===== config.mk =====
export PLATFORM = sky130hd
export DESIGN_NAME = fetch_pc_unit
export DESIGN_NICKNAME = d
export VERILOG_FILES = /design/src/rtl/fetch_pkg.sv /design/src/rtl/fetch_redirect_hold.sv /design/src/rtl/fetch_pc_unit.sv
export SDC_FILE = /design/constraint.sdc
export NUM_CORES = 1
export LEC_CHECK = 0
export ABC_AREA = 1
export CORE_MARGIN = 4
export CORE_UTILIZATION = 35
export DETAILED_ROUTE_END_ITERATION = 7
export PLACE_DENSITY_LB_ADDON = 0.05
export SYNTH_ARGS = -nofsm -noshare
export SYNTH_HDL_FRONTEND = slang
export SYNTH_SLANG_ARGS = --single-unit

===== constraint.sdc =====
create_clock -name CLK -period 4.61 [get_ports CLK]
set_input_delay 0.461 -clock CLK [delete_from_list [all_inputs] [get_ports CLK]]
set_output_delay 0.461 -clock CLK [all_outputs]
set_load 0.02 [all_outputs]

===== src/rtl/fetch_pkg.sv =====
// Shared types and constants for the fetch front end.
package fetch_pkg;

  localparam int PC_W = 32;
  localparam logic [PC_W-1:0] RESET_PC_DEFAULT = 32'hBFC0_0000;
  localparam logic [PC_W-1:0] PC_INC = 32'd4;

  // One pending redirect: v = entry occupied, flush = misprediction flush
  // (squashes IF/ID when applied), pc = redirect target.
  typedef struct packed {
    logic            v;
    logic            flush;
    logic [PC_W-1:0] pc;
  } redirect_t;

endpackage


===== src/rtl/fetch_redirect_hold.sv =====
// One-entry hold register that keeps BTB redirects arriving while fetch is
// stalled, so they can be applied on the first unstalled edge.
module fetch_redirect_hold
  import fetch_pkg::*;
(
  input  logic            clk,
  input  logic            rst,
  input  logic            stall,
  input  logic            flush,
  input  logic            take,
  input  logic [PC_W-1:0] target,
  output redirect_t       pend
);

  redirect_t pend_next;

  // Capture priority while stalled: a flush always wins and overwrites; a
  // prediction replaces an older prediction but never a held flush.
  // Any unstalled cycle consumes the entry, so it clears.
  always_comb begin
    pend_next = pend;
    if (!stall) begin
      pend_next = '0;
    end else if (flush) begin
      pend_next.v     = 1'b1;
      pend_next.flush = 1'b1;
      pend_next.pc    = target;
    end else if (take && !(pend.v && pend.flush)) begin
      pend_next.v     = 1'b1;
      pend_next.flush = 1'b0;
      pend_next.pc    = target;
    end
  end

  // Hold register state; reset discards any held redirect.
  always_ff @(posedge clk or posedge rst) begin
    if (rst) begin
      pend <= '0;
    end else begin
      pend <= pend_next;
    end
  end

endmodule


===== src/rtl/fetch_pc_unit.sv =====
// IF program counter, IF/ID pipeline register and saturating flush counter.
// Flow control: STALL is the only back-pressure. When STALL=0 the PC advances
// and IF/ID accepts the fetched word on the edge; when STALL=1 both hold and
// redirects are parked in the hold register instead of being lost.
module fetch_pc_unit
  import fetch_pkg::*;
#(
  parameter logic [31:0] RESET_PC = RESET_PC_DEFAULT,
  parameter int          CNT_W    = 16
) (
  input  logic             CLK,
  input  logic             RESET,
  input  logic             STALL,
  input  logic             FLUSH_IN,
  input  logic             take_Branch_IN,
  input  logic [31:0]      take_Alt_PC_IN,
  input  logic [31:0]      Instr_IN,
  output logic [31:0]      Instr_PC_OUT_IF,
  output logic [31:0]      Instr_PC_OUT_ID,
  output logic [31:0]      Instr_OUT_ID,
  output logic             valid_OUT_ID,
  output logic             pred_Taken_OUT_ID,
  output logic             redirect_pending_OUT,
  output logic [CNT_W-1:0] flush_count_OUT
);

  localparam logic [CNT_W-1:0] CNT_MAX = '1;
  localparam logic [CNT_W-1:0] CNT_ONE = {{(CNT_W-1){1'b0}}, 1'b1};

  redirect_t   pend;
  logic [31:0] next_pc;
  logic        squash;
  logic        apply_flush;

  fetch_redirect_hold u_hold (
    .clk    (CLK),
    .rst    (RESET),
    .stall  (STALL),
    .flush  (FLUSH_IN),
    .take   (take_Branch_IN),
    .target (take_Alt_PC_IN),
    .pend   (pend)
  );

  assign redirect_pending_OUT = pend.v;

  // A held flush squashes the ID slot exactly like a live one; a live flush
  // coinciding with a held flush is still a single applied flush.
  assign squash      = FLUSH_IN || (pend.v && pend.flush);
  assign apply_flush = !STALL && squash;

  // Next-PC priority: live flush, held redirect, live prediction, sequential.
  always_comb begin
    next_pc = Instr_PC_OUT_IF + PC_INC;
    if (FLUSH_IN) begin
      next_pc = take_Alt_PC_IN;
    end else if (pend.v) begin
      next_pc = pend.pc;
    end else if (take_Branch_IN) begin
      next_pc = take_Alt_PC_IN;
    end
  end

  // PC and IF/ID register advance together on every unstalled edge.
  always_ff @(posedge CLK or posedge RESET) begin
    if (RESET) begin
      Instr_PC_OUT_IF   <= RESET_PC;
      Instr_PC_OUT_ID   <= '0;
      Instr_OUT_ID      <= '0;
      valid_OUT_ID      <= 1'b0;
      pred_Taken_OUT_ID <= 1'b0;
    end else if (!STALL) begin
      Instr_PC_OUT_IF   <= next_pc;
      Instr_PC_OUT_ID   <= Instr_PC_OUT_IF;
      Instr_OUT_ID      <= Instr_IN;
      valid_OUT_ID      <= !squash;
      pred_Taken_OUT_ID <= take_Branch_IN && !FLUSH_IN && !pend.v;
    end
  end

  // Count applied flushes, sticking at all-ones.
  always_ff @(posedge CLK or posedge RESET) begin
    if (RESET) begin
      flush_count_OUT <= '0;
    end else if (apply_flush && (flush_count_OUT != CNT_MAX)) begin
      flush_count_OUT <= flush_count_OUT + CNT_ONE;
    end
  end

endmodule


==> results of run 1 <==
[registers in the layout, indices dropped and copies added (netlist names)]
register and flops:
u_hold.pend 34, Instr_OUT_ID 32, Instr_PC_OUT_ID 32, Instr_PC_OUT_IF 32
flush_count_OUT 16, pred_Taken_OUT_ID 1, valid_OUT_ID 1
[cell type report]
type,instances,area (sq um),area share [%]
clock buffers,24,521.8,5.240
clock inverters,8,71.32,0.7163
inverters,114,432.9,4.348
multi-input cells,617,3007,30.20
flip-flops and latches,148,3715,37.31
well taps,270,337.8,3.393
repair buffers,187,1872,18.80
[worst max path at each step]
stage	start	to	slack (ns)	cells after the start
after detailed placement	FLUSH_IN	u_hold.pend[4]$_DFFE_PP0P_	1.17	6
after global placement	FLUSH_IN	u_hold.pend[33]$_DFFE_PP0P_	1.20	6
after global routing	u_hold.pend[33]$_DFFE_PP0P_	u_hold.pend[29]$_DFFE_PP0P_	1.12	5
after CTS	u_hold.pend[33]$_DFFE_PP0P_	u_hold.pend[4]$_DFFE_PP0P_	1.36	5
final	u_hold.pend[33]$_DFFE_PP0P_	u_hold.pend[4]$_DFFE_PP0P_	1.37	5
after floorplan	RESET	Instr_OUT_ID[0]$_DFFE_PP0N_	0.18	1
[synthesized netlist by cell type (all sizes together), types with 2 or more instances]
library cell / count / share of area (%)
o221ai: 11 / 1.3
xnor2: 4 / 0.48
nand4: 4 / 0.34
buf: 28 / 2.3
inv: 114 / 5.8
nor2: 67 / 4.7
a21oi: 23 / 1.7
nand2: 326 / 17
o22ai: 36 / 3.1
o21ai: 65 / 4.5
dfstp: 9 / 3.2
clkbuf: 11 / 0.56
ha: 2 / 0.34
a221oi: 15 / 1.8
nor3: 5 / 0.34
a211oi: 2 / 0.20
dfrtp: 139 / 47
nand3: 38 / 2.7
xor2: 15 / 1.8
[cell families (layout without fill, tap and decap cells)]
| group | after synthesis | after routing | synth area share, % |
|---|---|---|---|
| muxes | 1 | 1 | 0.1360 |
| adders and majority gates | 2 | 2 | 0.3400 |
| xor gates and xnor gates | 19 | 19 | 2.261 |
| buffers and inverters | 153 | 333 | 8.670 |
| and+or+nand+nor | 440 | 440 | 25.25 |
| DFF | 148 | 148 | 50.48 |
| AOI/OAI and AO/OA | 155 | 155 | 12.87 |
[through the flow]
| stage | hold slack [ns] | setup WS, ns | power (uW) | area, sq um |
|---|---|---|---|---|
| detailed placement | 0.4643 | 1.168 | 2563 | 9364 |
| finish | 0.4780 | 1.373 | 3917 | 9957 |
| CTS | 0.4617 | 1.365 | 3965 | 9957 |
| global placement | 0.4620 | 1.199 | 2559 | 9364 |
| floorplan | 0.5100 | 0.1842 | 2102 | 7360 |
| global route | 0.5009 | 1.116 | 4122 | 9957 |
[metal layers]
layer  routed length [um]  vias to the layer above  track usage (%)
met4                  171                        0            3.691
met2                 8977                      191            26.41
met1                10730                     2995            27.53
met5                    0                        -                0
li1                     -                     3281                -
met3                 1545                       16            6.079
[report_power, final]
part	leakage [uW]	internal, uW	switching (uW)
clock	0.000298	840	548
combinational	0.00243	399	516
sequential	0.00183	1460	157
total	0.00455	2700	1220
[worst max-delay path: cells and delay by family, from the launching register on]
family           cells  cell delay [ns]
AND/OR/NAND/NOR      4             1.92
flip-flops           1             0.94
AO/OA/AOI/OAI        1             0.16
==> results.sh, run 1 <==
export IMPL_hp_start="STALL"
export IMPL_num_fill_cells=2060
export IMPL_hold_depth=3
export IMPL_fp_row_count=52
export IMPL_grt_max_degree=91
export IMPL_vias=6483
export IMPL_cts_max_path_buffers=2
export IMPL_crit_top_cell="nand2_1"
export IMPL_period_share_pct=70.22
export IMPL_crit_chain="nand2_2 -> nand2_1 -> nand3_2 -> nand2_1 -> o22ai_1"
export IMPL_cts_root_buffer="clkbuf_16"
export IMPL_clk_pin_slew_ns=0.06
export IMPL_worst_setup_path_start_kind="register"
export IMPL_min_path_type="input port to register"
export IMPL_setup_tns_ns=0
export IMPL_synthesis_nets=989
export IMPL_drt_pass1_iterations=5
export IMPL_synth_main_ff_cell="dfrtp_1"
export IMPL_status="completed"
export IMPL_coreArea_sq_um=20430
export IMPL_p_leak_uw=0.004550
export IMPL_cpPeakStageDelay_ns=1.13
export IMPL_die_h_um=153.0
export IMPL_power_density_nw_per_um2=393.4
export IMPL_cts_resized_gates=0
export IMPL_period_minus_slack_ns=3.237
export IMPL_crit_required_ns=4.86
export IMPL_async_flop_share_pct=100.0
export IMPL_gp_congestion=0.8228
export IMPL_io_buffer_count=183
export IMPL_yosysWarnings=0
export IMPL_report_final_slew_viol_count=0
export IMPL_cp_max_fo=36
export IMPL_avgRoutedWirePerCell_um=15.66
export IMPL_post_place_cells=1336
export IMPL_drt_wl_total_um=21420
export IMPL_synth_edff_count=0
export IMPL_seq_area_frac_synth_pct=50.48
export IMPL_ir_worst_vdd_mv=0.2322
export IMPL_fmax_mhz=308.9
export IMPL_drc=0
export IMPL_grt_ovfl_total=0
export IMPL_insertedDiodeCount=0
export IMPL_drive_above_1_share_pct=7.741
export IMPL_final_util_pct=48.74
export IMPL_max_cap_violations=0
export IMPL_fp_dieW_um=153.0
export IMPL_grt_pass1_wl_um=34980
export IMPL_clock_sinks=148
export IMPL_cp_slowest_cell="nand2_1"
export IMPL_holdPathEnd="Instr_PC_OUT_IF[24]$_DFFE_PP1N_"
export IMPL_mostFrequentLayoutCells="nand2_1, clkdlybuf4s50_1, dfrtp_1"
export IMPL_final_common_cell="nand2_1"
export IMPL_final_nets=1156
export IMPL_maxSlewHeadroom_pct=24.50
export IMPL_r2r_cells=5
export IMPL_cts_made_buffers=17
export IMPL_cts_tree="yes"
export IMPL_crit_arrival_ns=3.48
export IMPL_dieArea_sq_um=23410
export IMPL_drt_iter0_drc=435
export IMPL_drtAntennaViolNets=0
export IMPL_h_tree_depth=4
export IMPL_synth_distinct_cells=34
export IMPL_crit_type="register to register"
export IMPL_reg2reg_slack_ns=1.37
export IMPL_grt_total_usage_pct=18.49
export IMPL_clk_latency_ns=0.43
export IMPL_vias_per_cell=4.739
export IMPL_setup_viol=0
export IMPL_start_util_pct=36.02
export IMPL_end_kind="register"
export IMPL_first_global_vias=6401
export IMPL_postSynthCellCount=918
export IMPL_tightestPinTransition_ns=1.130
export IMPL_place_hpwl_um=15180
export IMPL_synth_area_sq_um=7360
export IMPL_rsz0062_at_grt="no"
export IMPL_timing_rr_end="u_hold.pend[4]$_DFFE_PP0P_"
export IMPL_fin_skew_ns=0.007428
export IMPL_antenna_found_initial=0
export IMPL_hold_violations=0
export IMPL_r2r_start="u_hold.pend[33]$_DFFE_PP0P_"
export IMPL_syn_avg_cell_area_sq_um=8.017
export IMPL_post_cts_buffers=0
export IMPL_finalNonFillerCells=1368
export IMPL_area_growth_pct=35.29
export IMPL_cts_hold_buf=0
export IMPL_ys_ff_latch=148
export IMPL_io_pins=184
Note: power is estimated with default switching activity, not from simulation.
==> inputs of run 2 (changes only) <==
Clock period 4.61 ns to 2.9 ns, I/O delays scaled along.
==> run 2 against run 1 <==
Effect of this change: first-iteration DRC count decreased by 4.1%; highest routed layer is now met5; setup slack got worse by 0.89 ns; wire length increased by 2.3%; sequential share of layout area decreased by 0.52 points; sequential power increased by 60%; non-clock buffer count increased by 7; clock power increased by 84%; critical endpoint is now redirect_pending_OUT; sequential cell count unchanged; combinational power increased by 60%; total power increased by 68%; utilization increased by 0.69 points; global-route usage increased by 0.51 points.
==> results.sh, run 2 (synthesized netlist as in run 1, its figures left out) <==
export IMPL_fmax_mhz=414.5
export IMPL_post_cts_buffers=0
export IMPL_vias=6513
export IMPL_status="completed"
export IMPL_antenna_found_initial=1
export IMPL_vias_per_cell=4.737
export IMPL_critPathBufInv=1
export IMPL_sequentialPowerShare_pct=39.0
export IMPL_cts_tree="yes"
export IMPL_period_minus_slack_ns=2.412
export IMPL_path_delay_family="flip-flops"
export IMPL_clkPwrFrac_pct=38.9
export IMPL_end_kind="output port"
export IMPL_crit_arrival_ns=2.12
export IMPL_cts_max_path_buffers=2
export IMPL_clock_sinks=148
export IMPL_clk_pin_slew_ns=0.06
export IMPL_grt_ovfl_total=0
export IMPL_tightestPinTransition_ns=0.8920
export IMPL_mostFrequentLayoutCells="nand2_1, clkdlybuf4s50_1, dfrtp_1"
export IMPL_worst_setup_path_start_kind="register"
export IMPL_rsz0062_at_grt="no"
export IMPL_start_util_pct=36.02
export IMPL_drt_wl_total_um=21930
export IMPL_fp_row_count=52
export IMPL_maxSlewHeadroom_pct=40.53
export IMPL_cts_made_buffers=17
export IMPL_setup_tns_ns=0
export IMPL_dieArea_sq_um=23410
export IMPL_h_tree_depth=4
export IMPL_avgRoutedWirePerCell_um=15.95
export IMPL_largest_register_ffs=34
export IMPL_cts_hold_buf=0
export IMPL_insertedDiodeCount=0
export IMPL_post_place_cells=1343
export IMPL_largest_register="u_hold.pend"
export IMPL_finalNonFillerCells=1375
export IMPL_period_share_pct=83.19
export IMPL_clk_latency_ns=0.43
export IMPL_drt_iter0_drc=417
export IMPL_reg2reg_slack_ns=0.72
export IMPL_cpPeakStageDelay_ns=0.93
export IMPL_crit_type="register to output port"
export IMPL_cts_root_buffer="clkbuf_16"
export IMPL_p_leak_uw=0.004606
export IMPL_gp_congestion=0.8928
export IMPL_p_switching_uw=1974
export IMPL_grt_max_degree=57
export IMPL_r2r_cells=6
export IMPL_setup_viol=0
export IMPL_first_global_vias=6497
export IMPL_area_growth_pct=37.20
export IMPL_drt_pass1_iterations=5
export IMPL_hold_violations=0
export IMPL_fp_dieW_um=153.0
export IMPL_report_final_slew_viol_count=0
export IMPL_io_buffer_count=183
export IMPL_max_cap_violations=0
export IMPL_crit_required_ns=2.61
export IMPL_final_common_cell="nand2_1"
export IMPL_coreArea_sq_um=20430
export IMPL_drtAntennaViolNets=0
export IMPL_timing_rr_end="flush_count_OUT[4]$_DFFE_PP0P_"
export IMPL_crit_chain="clkdlybuf4s50_1"
export IMPL_ir_worst_vdd_mv=0.4201
export IMPL_cts_resized_gates=0
export IMPL_p_int_uw=4622
export IMPL_cp_slowest_cell="dfrtp_1"
export IMPL_cp_max_fo=21
export IMPL_min_path_type="input port to async pin"
export IMPL_combPwrFrac_pct=22.1
export IMPL_place_hpwl_um=15610
export IMPL_r2r_start="u_hold.pend[33]$_DFFE_PP0P_"
export IMPL_p_sw_share_pct=29.92
export IMPL_final_nets=1163
export IMPL_drive_above_1_share_pct=8.145
export IMPL_die_h_um=153.0
export IMPL_grt_total_usage_pct=19.01
export IMPL_drc=0
export IMPL_io_pins=184
export IMPL_fin_skew_ns=0.008451
export IMPL_power_density_nw_per_um2=653.3
export IMPL_grt_pass1_wl_um=35880
-- run 2: final cells by class --
type | count | area (sq um)
timing repair buffer | 194 | 1924
tap | 270 | 337.8
inverter | 114 | 431.7
multi-input combinational | 617 | 3007
sequential | 148 | 3715
fill | 2017 | 10330
clock inverter | 11 | 221.5
clock buffer | 21 | 460.4
-- run 2: worst max-delay path by stage --
stage | to | from | slack, ns | cells past startpoint
floorplan | Instr_OUT_ID[0]$_DFFE_PP0N_ | RESET | 0.76 | 1
global placement | flush_count_OUT[4]$_DFFE_PP0P_ | u_hold.pend[33]$_DFFE_PP0P_ | 0.75 | 6
detailed placement | flush_count_OUT[4]$_DFFE_PP0P_ | u_hold.pend[33]$_DFFE_PP0P_ | 0.72 | 6
CTS | redirect_pending_OUT | u_hold.pend[33]$_DFFE_PP0P_ | 0.47 | 1
global route | redirect_pending_OUT | u_hold.pend[33]$_DFFE_PP0P_ | 0.37 | 1
finish | redirect_pending_OUT | u_hold.pend[33]$_DFFE_PP0P_ | 0.49 | 1
-- run 2: per-stage QoR --
stage / cell area, sq um / total power, uW / util (%) / hold slack, ns / setup WS (ns)
3_5_place_dp: 9415 / 4083 / 46.09 / 0.4642 / 0.7210
4_1_cts: 10100 / 6678 / 49.42 / 0.2190 / 0.4683
2_1_floorplan: 7363 / 3343 / - / 0.3996 / 0.7564
3_3_place_gp: 9415 / 4076 / 46.09 / 0.4611 / 0.7546
5_1_grt: 10100 / 6927 / 49.42 / 0.2534 / 0.3689
6_report: 10100 / 6596 / 49.42 / 0.2199 / 0.4876
-- run 2: routing by layer --
layer	global-route usage [%]	part of all wire [%]
met5	0	0.078
met4	4.879	1.0
met2	27.42	43
met3	5.796	7.7
met1	27.86	48
-- run 2: worst reg2reg max path, cell delays in order (launching register included) --
cell     delay (ns)
dfrtp_1        0.93
nand2_2        0.12
a21oi_2        0.29
nand2_2        0.26
inv_2          0.26
nand2_1        0.09
xnor2_1        0.13
-- run 2: power by group through the flow --
stage	combinational [uW]	sequential (uW)	clock, uW
3_5_place_dp	1480	2610	0
3_3_place_gp	1470	2600	0
5_1_grt	1610	2610	2710
4_1_cts	1480	2570	2620
6_report	1460	2570	2560
2_1_floorplan	551	2790	0
==> inputs of run 3 (changes only) <==
Clock period 2.9 ns to 2.1 ns, I/O delays scaled along.
==> run 3 against run 2 <==
Effect of this change: utilization grew 0.34 points; first-iteration DRC count down 6.5%; critical path depth unchanged; register-to-register slack got worse by 0.31 ns.
==> results.sh, run 3 (synthesized netlist as in run 1, its figures left out) <==
export IMPL_insertedDiodeCount=0
export IMPL_tightestPinTransition_ns=0.5908
export IMPL_r2r_start="Instr_PC_OUT_IF[22]$_DFFE_PP1N_"
export IMPL_start_util_pct=36.02
export IMPL_final_common_cell="nand2_1"
export IMPL_crit_arrival_ns=1.68
export IMPL_drt_wl_total_um=21860
export IMPL_io_buffer_count=183
export IMPL_drt_pass1_iterations=4
export IMPL_largest_register_ffs=34
export IMPL_ir_worst_vdd_mv=0.5516
export IMPL_setup_viol=0
export IMPL_period_share_pct=90.17
export IMPL_num_fill_cells=2041
export IMPL_cts_resized_gates=0
export IMPL_end_kind="output port"
export IMPL_rsz0062_at_grt="no"
export IMPL_p_total_uw=8779
export IMPL_min_path_type="input port to async pin"
export IMPL_cp_slowest_cell="clkdlybuf4s50_1"
export IMPL_antenna_found_initial=0
export IMPL_fp_row_count=52
export IMPL_cp_max_fo=7
export IMPL_dieArea_sq_um=23410
export IMPL_cts_made_buffers=17
export IMPL_drive_above_1_share_pct=9.221
export IMPL_multi_input_comb_area_sq_um=3007
export IMPL_p_leak_uw=0.004655
export IMPL_grt_max_degree=86
export IMPL_fin_skew_ns=0.007893
export IMPL_drtAntennaViolNets=0
export IMPL_clk_pin_slew_ns=0.06
export IMPL_place_hpwl_um=15960
export IMPL_io_pins=184
export IMPL_maxSlewHeadroom_pct=60.61
export IMPL_vias_per_cell=4.698
export IMPL_power_density_nw_per_um2=863.4
export IMPL_grt_total_usage_pct=18.72
export IMPL_crit_chain="clkdlybuf4s50_1"
export IMPL_first_global_vias=6375
export IMPL_final_nets=1175
export IMPL_path_delay_family="buffers and inverters"
export IMPL_cpPeakStageDelay_ns=0.70
export IMPL_crit_type="register to output port"
export IMPL_avgRoutedWirePerCell_um=15.76
export IMPL_area_growth_pct=38.15
export IMPL_cts_root_buffer="clkbuf_16"
export IMPL_mostFrequentLayoutCells="nand2_1, clkdlybuf4s50_1, dfrtp_1"
export IMPL_worst_setup_path_start_kind="register"
export IMPL_fp_dieW_um=153.0
export IMPL_coreArea_sq_um=20430
export IMPL_setup_tns_ns=0
export IMPL_vias=6516
export IMPL_crit_required_ns=1.89
export IMPL_ff_latch_area_sq_um=3715
export IMPL_drt_iter0_drc=390
export IMPL_startpoint="u_hold.pend[33]$_DFFE_PP0P_"
export IMPL_fmax_mhz=528.1
export IMPL_whs_ns=0.1513
export IMPL_grt_pass1_wl_um=35300
export IMPL_max_cap_violations=0
export IMPL_timing_rr_end="Instr_PC_OUT_IF[29]$_DFFE_PP1N_"
export IMPL_period_minus_slack_ns=1.894
export IMPL_endpoint="redirect_pending_OUT"
export IMPL_h_tree_depth=4
export IMPL_cts_max_path_buffers=2
export IMPL_post_cts_buffers=0
export IMPL_r2r_cells=10
export IMPL_cp_depth=1
export IMPL_die_h_um=153.0
export IMPL_critPathBufInv=1
export IMPL_hold_violations=0
export IMPL_cts_tree="yes"
export IMPL_clk_latency_ns=0.42
export IMPL_drc=0
export IMPL_largest_register="u_hold.pend"
export IMPL_reg2reg_slack_ns=0.41
export IMPL_gp_congestion=0.8320
export IMPL_grt_ovfl_total=0
export IMPL_cts_hold_buf=0
export IMPL_status="completed"
export IMPL_clock_sinks=148
export IMPL_report_final_slew_viol_count=0
## run 3: cell count changes in the layout (fill, tap and decap cells not counted)
cell,change
clkinv_2,+3
bufinv_16,-3
clkinv_4,+3
clkbuf_1,-1
inv_6,-2
buf_12,+4
buf_4,+8
## run 3: worst min path at each step
stage                                            start                        endpoint  slack [ns]
after floorplan                            Instr_IN[0]     Instr_OUT_ID[0]$_DFFE_PP0N_        0.32
after global placement    Instr_OUT_ID[26]$_DFFE_PP0N_    Instr_OUT_ID[26]$_DFFE_PP0N_        0.46
after detailed placement  Instr_OUT_ID[30]$_DFFE_PP0N_    Instr_OUT_ID[30]$_DFFE_PP0N_        0.46
after CTS                                        RESET  Instr_PC_OUT_ID[9]$_DFFE_PP0N_        0.15
after global routing                             RESET  Instr_PC_OUT_ID[9]$_DFFE_PP0N_        0.17
final                                            RESET  Instr_PC_OUT_ID[9]$_DFFE_PP0N_        0.15
## run 3: area by class of cell
| class | instances | share of cell area [%] |
|---|---|---|
| Sequential cell | 148 | 36.54 |
| Multi-Input combinational cell | 617 | 29.57 |
| Timing Repair Buffer | 206 | 20.31 |
| Clock buffer | 20 | 4.492 |
| Inverter | 114 | 4.246 |
| Tap cell | 270 | 3.323 |
| Clock inverter | 12 | 1.526 |
## run 3: power breakdown
group / total (uW) / internal [uW] / switching [uW] / leakage (uW)
clock network: 3160 / 1930 / 1220 / 0.000296
logic: 2120 / 929 / 1190 / 0.00253
registers: 3510 / 3200 / 308 / 0.00183
## run 3: stage by stage
stage	cells	setup WS [ns]	cell area (sq um)	util [%]
final	1387	0.2064	10170	49.77
after global routing	1387	0.1156	10170	49.77
after CTS	1387	0.1639	10170	49.77
after detailed placement	1355	0.2054	9555	46.77
after global placement	1355	0.2107	9555	46.77
after floorplan	918	0.03635	7363	-
## run 3: per-layer routing
layer  GRT usage, %  wire [um]
met5              0          0
met3          6.446       1853
met4          4.582        173
met1          27.66      10730
met2          26.32       9101
